File: src/rtl/fmul32_pack_if.sv
// Valid/ready bundle between the FMUL32 classifier stage, the result packer and the output port.
interface fmul32_pack_if #(
  parameter int unsigned MARK_W = 5
);
  localparam int unsigned EXP_W  = 10;
  localparam int unsigned MANT_W = 48;

  logic              in_valid;
  logic              in_ready;
  logic              in_sign;
  logic [MARK_W-1:0] in_mark;
  logic [EXP_W-1:0]  in_exp;
  logic [MANT_W-1:0] in_mant;
  logic              out_valid;
  logic              out_ready;
  logic [31:0]       out_data;
  logic [3:0]        out_flags;

  modport master (output in_valid, in_sign, in_mark, in_exp, in_mant, out_ready,
                  input  in_ready, out_valid, out_data, out_flags);
  modport slave  (input  in_valid, in_sign, in_mark, in_exp, in_mant, out_ready,
                  output in_ready, out_valid, out_data, out_flags);
endinterface

File: src/rtl/fmul32_pack.sv
// FMUL32 result packer: normalize, round-to-nearest-even, resolve specials, pack IEEE-754 single.
// Two-stage valid/ready pipeline; stage 2 is the output register.
module fmul32_pack #(
  parameter int unsigned MARK_W = 5
) (
  input  logic         clk,
  input  logic         rst_n,
  fmul32_pack_if.slave bus
);
  localparam int unsigned EXP_W      = 10;
  localparam int unsigned XEXP_W     = 12;
  localparam int unsigned SIG_W      = 24;
  localparam int unsigned FRAC_W     = SIG_W - 1;
  localparam int unsigned POS_ZERO   = 0;
  localparam int unsigned POS_DENORM = 1;
  localparam int unsigned POS_NORM   = 2;
  localparam int unsigned POS_INF    = 3;
  localparam int unsigned POS_NAN    = 4;

  typedef struct packed {
    logic              sign;
    logic              nan;
    logic              inf;
    logic              zero;
    logic              tiny;
    logic [XEXP_W-1:0] exp;
    logic [SIG_W-1:0]  sig;
    logic              guard;
    logic              sticky;
  } norm_t;

  logic              v1_q, v1_d, v2_q, v2_d;
  norm_t             s1_q, s1_d;
  logic [31:0]       data_q, data_d;
  logic [3:0]        flags_q, flags_d;
  logic              adv1_c, in_ready_c, ld1_c, ld2_c;
  logic              arith_c;
  logic [XEXP_W-1:0] exp_in_c;
  logic              round_up_c, carry_c;
  logic [FRAC_W-1:0] frac_c;
  logic [XEXP_W-1:0] exp_rnd_c;

  // Stage 1 may advance whenever stage 2 is empty or draining this cycle.
  assign adv1_c     = !v2_q | bus.out_ready;
  assign in_ready_c = !v1_q | adv1_c;
  assign ld1_c      = bus.in_valid & in_ready_c;
  assign ld2_c      = v1_q & adv1_c;
  assign v1_d       = ld1_c | (v1_q & !adv1_c);
  assign v2_d       = ld2_c | (v2_q & !bus.out_ready);

  // Stage 1: normalize the product; exponent widened so both +1 steps cannot wrap.
  always_comb begin
    s1_d     = s1_q;
    exp_in_c = {{(XEXP_W-EXP_W){bus.in_exp[EXP_W-1]}}, bus.in_exp};
    arith_c  = bus.in_mark[POS_NORM] | bus.in_mark[POS_DENORM] | ~|bus.in_mark;
    if (ld1_c) begin
      s1_d.sign = bus.in_sign;
      s1_d.nan  = bus.in_mark[POS_NAN];
      s1_d.inf  = bus.in_mark[POS_INF];
      s1_d.zero = bus.in_mark[POS_ZERO];
      s1_d.tiny = arith_c & !(bus.in_mant[47] | bus.in_mant[46]);
      if (bus.in_mant[47]) begin
        s1_d.sig    = bus.in_mant[47:24];
        s1_d.guard  = bus.in_mant[23];
        s1_d.sticky = |bus.in_mant[22:0];
        s1_d.exp    = exp_in_c + XEXP_W'(1);
      end else begin
        s1_d.sig    = bus.in_mant[46:23];
        s1_d.guard  = bus.in_mant[22];
        s1_d.sticky = |bus.in_mant[21:0];
        s1_d.exp    = exp_in_c;
      end
    end
  end

  // Stage 2: round, then specials override the arithmetic result in priority order.
  always_comb begin
    data_d     = data_q;
    flags_d    = flags_q;
    round_up_c = s1_q.guard & (s1_q.sticky | s1_q.sig[0]);
    carry_c    = round_up_c & (&s1_q.sig);
    frac_c     = s1_q.sig[FRAC_W-1:0] + FRAC_W'(round_up_c);
    exp_rnd_c  = s1_q.exp + XEXP_W'(carry_c);
    if (ld2_c) begin
      if (s1_q.nan) begin
        data_d  = 32'h7FC0_0000;
        flags_d = 4'b1000;
      end else if (s1_q.inf) begin
        data_d  = {s1_q.sign, 8'hFF, 23'h0};
        flags_d = 4'b0000;
      end else if (s1_q.zero) begin
        data_d  = {s1_q.sign, 31'h0};
        flags_d = 4'b0000;
      end else if (s1_q.tiny || ($signed(exp_rnd_c) <= $signed(XEXP_W'(0)))) begin
        data_d  = {s1_q.sign, 31'h0};
        flags_d = 4'b0011;
      end else if ($signed(exp_rnd_c) >= $signed(XEXP_W'(255))) begin
        data_d  = {s1_q.sign, 8'hFF, 23'h0};
        flags_d = 4'b0101;
      end else begin
        data_d  = {s1_q.sign, exp_rnd_c[7:0], frac_c};
        flags_d = {3'b000, s1_q.guard | s1_q.sticky};
      end
    end
  end

  always_ff @(posedge clk or negedge rst_n) begin
    if (!rst_n) begin
      v1_q    <= 1'b0;
      v2_q    <= 1'b0;
      s1_q    <= '0;
      data_q  <= '0;
      flags_q <= '0;
    end else begin
      v1_q    <= v1_d;
      v2_q    <= v2_d;
      s1_q    <= s1_d;
      data_q  <= data_d;
      flags_q <= flags_d;
    end
  end

  assign bus.in_ready  = in_ready_c;
  assign bus.out_valid = v2_q;
  assign bus.out_data  = data_q;
  assign bus.out_flags = flags_q;

endmodule

File: src/flat_wrapper.sv
// flat-port wrapper written by rule: the top's interface ports become plain ports
module fmul32_pack_flat 
#(
  parameter int unsigned MARK_W = 5
)
  (clk, rst_n, bus_in_valid, bus_in_sign, bus_in_mark, bus_in_exp, bus_in_mant, bus_out_ready, bus_in_ready, bus_out_valid, bus_out_data, bus_out_flags);
  fmul32_pack_if #(.MARK_W(MARK_W)) bus_i ();
  input  logic clk;
  input  logic rst_n;
  input wire logic [$bits(bus_i.in_valid)-1:0] bus_in_valid;
  input wire logic [$bits(bus_i.in_sign)-1:0] bus_in_sign;
  input wire logic [$bits(bus_i.in_mark)-1:0] bus_in_mark;
  input wire logic [$bits(bus_i.in_exp)-1:0] bus_in_exp;
  input wire logic [$bits(bus_i.in_mant)-1:0] bus_in_mant;
  input wire logic [$bits(bus_i.out_ready)-1:0] bus_out_ready;
  output wire logic [$bits(bus_i.in_ready)-1:0] bus_in_ready;
  output wire logic [$bits(bus_i.out_valid)-1:0] bus_out_valid;
  output wire logic [$bits(bus_i.out_data)-1:0] bus_out_data;
  output wire logic [$bits(bus_i.out_flags)-1:0] bus_out_flags;
  assign bus_i.in_valid = bus_in_valid;
  assign bus_i.in_sign = bus_in_sign;
  assign bus_i.in_mark = bus_in_mark;
  assign bus_i.in_exp = bus_in_exp;
  assign bus_i.in_mant = bus_in_mant;
  assign bus_i.out_ready = bus_out_ready;
  assign bus_in_ready = bus_i.in_ready;
  assign bus_out_valid = bus_i.out_valid;
  assign bus_out_data = bus_i.out_data;
  assign bus_out_flags = bus_i.out_flags;
  fmul32_pack #(.MARK_W(MARK_W)) u_core (.clk(clk), .rst_n(rst_n), .bus(bus_i));
endmodule
File: config.mk
export PLATFORM = sky130hd
export DESIGN_NAME = fmul32_pack_flat
export DESIGN_NICKNAME = d
export VERILOG_FILES = /design/src/rtl/fmul32_pack_if.sv /design/src/rtl/fmul32_pack.sv /design/src/flat_wrapper.sv
export SDC_FILE = /design/constraint.sdc
export NUM_CORES = 1
export LEC_CHECK = 0
export CORE_ASPECT_RATIO = 1.25
export CORE_MARGIN = 3
export CORE_UTILIZATION = 25
export DETAILED_ROUTE_END_ITERATION = 7
export PLACE_DENSITY_LB_ADDON = 0.1
export SLEW_MARGIN = 20
export SYNTH_ARGS = -nofsm -noshare
export SYNTH_HDL_FRONTEND = slang
export SYNTH_SLANG_ARGS = --single-unit
File: constraint.sdc
create_clock -name clk -period 3.9 [get_ports clk]
set_clock_uncertainty 0.2 [all_clocks]
set_input_delay 0.78 -clock clk [delete_from_list [all_inputs] [get_ports clk]]
set_output_delay 0.78 -clock clk [all_outputs]
set_load 0.02 [all_outputs]
==> results.json, run 1 <==
{
  "outcome": "completed",
  "cts_buffers": 9,
  "routed_wl_um": 12000,
  "area_growth_pct": 37.9,
  "final_util": 0.358,
  "grt_setup_unrepaired": "no",
  "worstPathArrival_ps": 3580,
  "route.detailed.drc": 0,
  "grt_overflow": 0,
  "drive_gt1_frac": 0.0985,
  "use_met3": 0.0186,
  "crit_slowest_cell": "dfrtp_1",
  "die_w_um": 123,
  "ir_drop_uv": 200,
  "initial_utilization": 0.260,
  "num_vias": 3541,
  "vias_per_cell": 4.70,
  "start_kind": "register",
  "required_ps": 3930,
  "gp_congestion": 0.841,
  "endpoint_kind": "register",
  "die-area_um2": 18800,
  "cpLargestDelayFamily": "simple AND/OR/NAND/NOR gates",
  "drv_cap": 0,
  "yosysTopAreaCell": "dfrtp_1",
  "cp-startpoint": "u_core.s1_q[11]",
  "use_met2": 0.233,
  "netlist_area_um2": 4290,
  "cts.sinks": 80,
  "path_clk_slew_ps": 60,
  "ctsHoldBuffers": 0,
  "path_buf_inv": 1,
  "nNetsFinal": 606,
  "first_iter_violations": 126,
  "yosys.area.top_type_share": 0.466,
  "antenna_found_initial": 0,
  "setup_tns_ps": 0,
  "firstDrtPassIters": 4,
  "worst_path_largest_cell_delay_ps": 420,
  "setup_viol": 0,
  "grt_use_total": 0.132,
  "synthesis.nets": 502,
  "r2r_setup_slack_ps": 350,
  "cp_cell_sequence": "and4_1 -> and4_1 -> nand2_1 -> nor4_2 -> ha_2 -> ha_2 -> nand2_1 -> o32a_1 -> a211oi_1 -> nor4b_4 -> nor4_4 -> buf_4 -> a22o_1",
  "hp-class": "input pin to async pin",
  "p_leak_uw": 0.00241,
  "io_buffers": 105,
  "slew_headroom": 0.450,
  "grt_max_degree": 75,
  "critical_path_class": "register to register",
  "finalHoldViolCount": 0,
  "ys_seq_elements": 80,
  "tightest_slew_ps": 822,
  "synth_edf_count": 0,
  "cts_max_level": 3,
  "yosys_most_used_dff": "dfrtp_1",
  "use_met1": 0.157,
  "seq_area_um2": 2000,
  "hpwl_um": 9160,
  "ant_nets": 0,
  "wl_per_cell_um": 15.9,
  "ios": 106,
  "max_freq_mhz": 282,
  "drv_slew": 0,
  "clk_latency_ps": 350,
  "clockRootBuffer": "clkbuf_16",
  "yosys.cell_count.top_type": "dfrtp_1",
  "syn_avg_cell_area_um2": 10.0,
  "synth_cell_types": 53,
  "die_h_um": 152,
  "period_needed_ps": 3550,
  "fillCellCount": 1718,
  "first_global_vias": 3654,
  "multi_input_area_um2": 2150,
  "core-area_um2": 16500,
  "worstReg2RegStart": "u_core.s1_q[11]",
  "fin_crit_sh": 0.909,
  "ys_async_sr_fraction": 1.00,
  "busiest_layer": "met2",
  "syn-instance-count": 429,
  "cts_tree": "yes",
  "ys_warn_count": 0,
  "grt_pass1_wl_um": 19500,
  "rows": 52,
  "ys_seq_area_frac": 0.466,
  "critPathMaxFanout": 22,
  "max-clock-path-buffers": 2,
  "num_antenna_cells": 0,
  "synth_area_leaders": "dfrtp_1, mux2i_1, nand2_1",
  "power_density_nw_per_um2": 411,
  "synthTopCellsByCount": "dfrtp_1, nand2_1, o21ai_0"
}
[cell families after synthesis]
| family | Yosys count | synth area share |
|---|---|---|
| compound gates | 96 | 0.152 |
| xor+xnor | 35 | 0.0714 |
| fa+ha+maj | 5 | 0.0146 |
| buf+inv | 32 | 0.0364 |
| flops | 80 | 0.466 |
| mux | 29 | 0.0688 |
| simple gates | 152 | 0.190 |
[final timing paths]
| check | endpoint | depth (start not counted) |
|---|---|---|
| hold reg to reg | u_core.bus.out_data[31] | 2 |
| min in group clk | u_core.bus.out_data[31] | 2 |
| setup / recovery | u_core.bus.out_data[4] | 13 |
| setup reg to reg | u_core.bus.out_data[4] | 13 |
| hold / removal | u_core.bus.out_data[5] | 1 |
| max in group asynchronous | u_core.s1_q[4] | 3 |
[sequential cells by signal, indices dropped and copies added (netlist names)]
register              cells
u_core.s1_q              42
u_core.bus.out_data      32
u_core.bus.out_valid      1
u_core.v1_q               1
u_core.bus.out_flags      4
[metal layers]
layer | vias up | part of all wire
li1 | 1760 | -
met1 | 1701 | 0.42
met2 | 70 | 0.53
met3 | 10 | 0.032
met4 | 0 | 0.019
met5 | - | 0
[layout make-up]
cell class / count / area share
multi-input combinational: 317 / 0.363
sequential: 80 / 0.338
timing repair buffer: 117 / 0.195
tap: 216 / 0.0457
clock buffer: 11 / 0.0427
clock inverter: 5 / 0.0108
inverter: 8 / 0.00507
[cells in the final DEF, fill, tap and decap left out, types with 6 or more instances in the layout]
| cell type | netlist | routed |
|---|---|---|
| nand3_1 | 11 | 11 |
| mux2i_1 | 25 | 25 |
| inv_1 | 8 | 8 |
| nor3_1 | 6 | 6 |
| nand2_1 | 66 | 65 |
| clkdlybuf4s50_1 | 0 | 103 |
| xnor2_1 | 25 | 25 |
| nor2_1 | 21 | 21 |
| dfrtp_1 | 80 | 80 |
| xor2_1 | 10 | 10 |
| a22o_1 | 22 | 22 |
| nand4_1 | 14 | 14 |
| clkbuf_16 | 0 | 9 |
| a21oi_1 | 8 | 8 |
| nor4_1 | 7 | 6 |
| o21ai_0 | 41 | 41 |
| buf_4 | 3 | 12 |
[power by group]
part	switching (µW)	internal, µW	total [µW]
clock network	358	536	895
registers	117	928	1040
logic	242	253	495
total	717	1720	2430
[worst reg2reg max path, delay by kind of cell, from the launching register on]
family | cells | cell delay, ps
simple gates | 7 | 1260
flops | 1 | 420
compound gates | 3 | 800
buf+inv | 1 | 220
fa+ha+maj | 2 | 530
[what timing repair did]
item	CTS	global route
buffers inserted	0	1
resized for setup	0	3
setup endpoints to repair	0	28
[per-stage QoR]
| stage | hold WS (ps) | total power [µW] | cell area [µm²] | setup slack, ps | std cells |
|---|---|---|---|---|---|
| finish | 114 | 2430 | 5920 | 353 | 754 |
| global route | 131 | 2570 | 5920 | 27.1 | 754 |
| CTS | 281 | 2470 | 5870 | 72.3 | 752 |
| detailed placement | 267 | 1560 | 5560 | 82.1 | 736 |
| global placement | 258 | 1560 | 5560 | 242 | 736 |
| floorplan | 250 | 1320 | 4290 | 482 | 429 |
Note: power is estimated with default switching activity, not from simulation.
==> run 2, diff against run 1 <==
- CAP_MARGIN: default -> 20
==> results of run 2 <==
No change in the layout: final DEF, timing and power equal those of run 1.
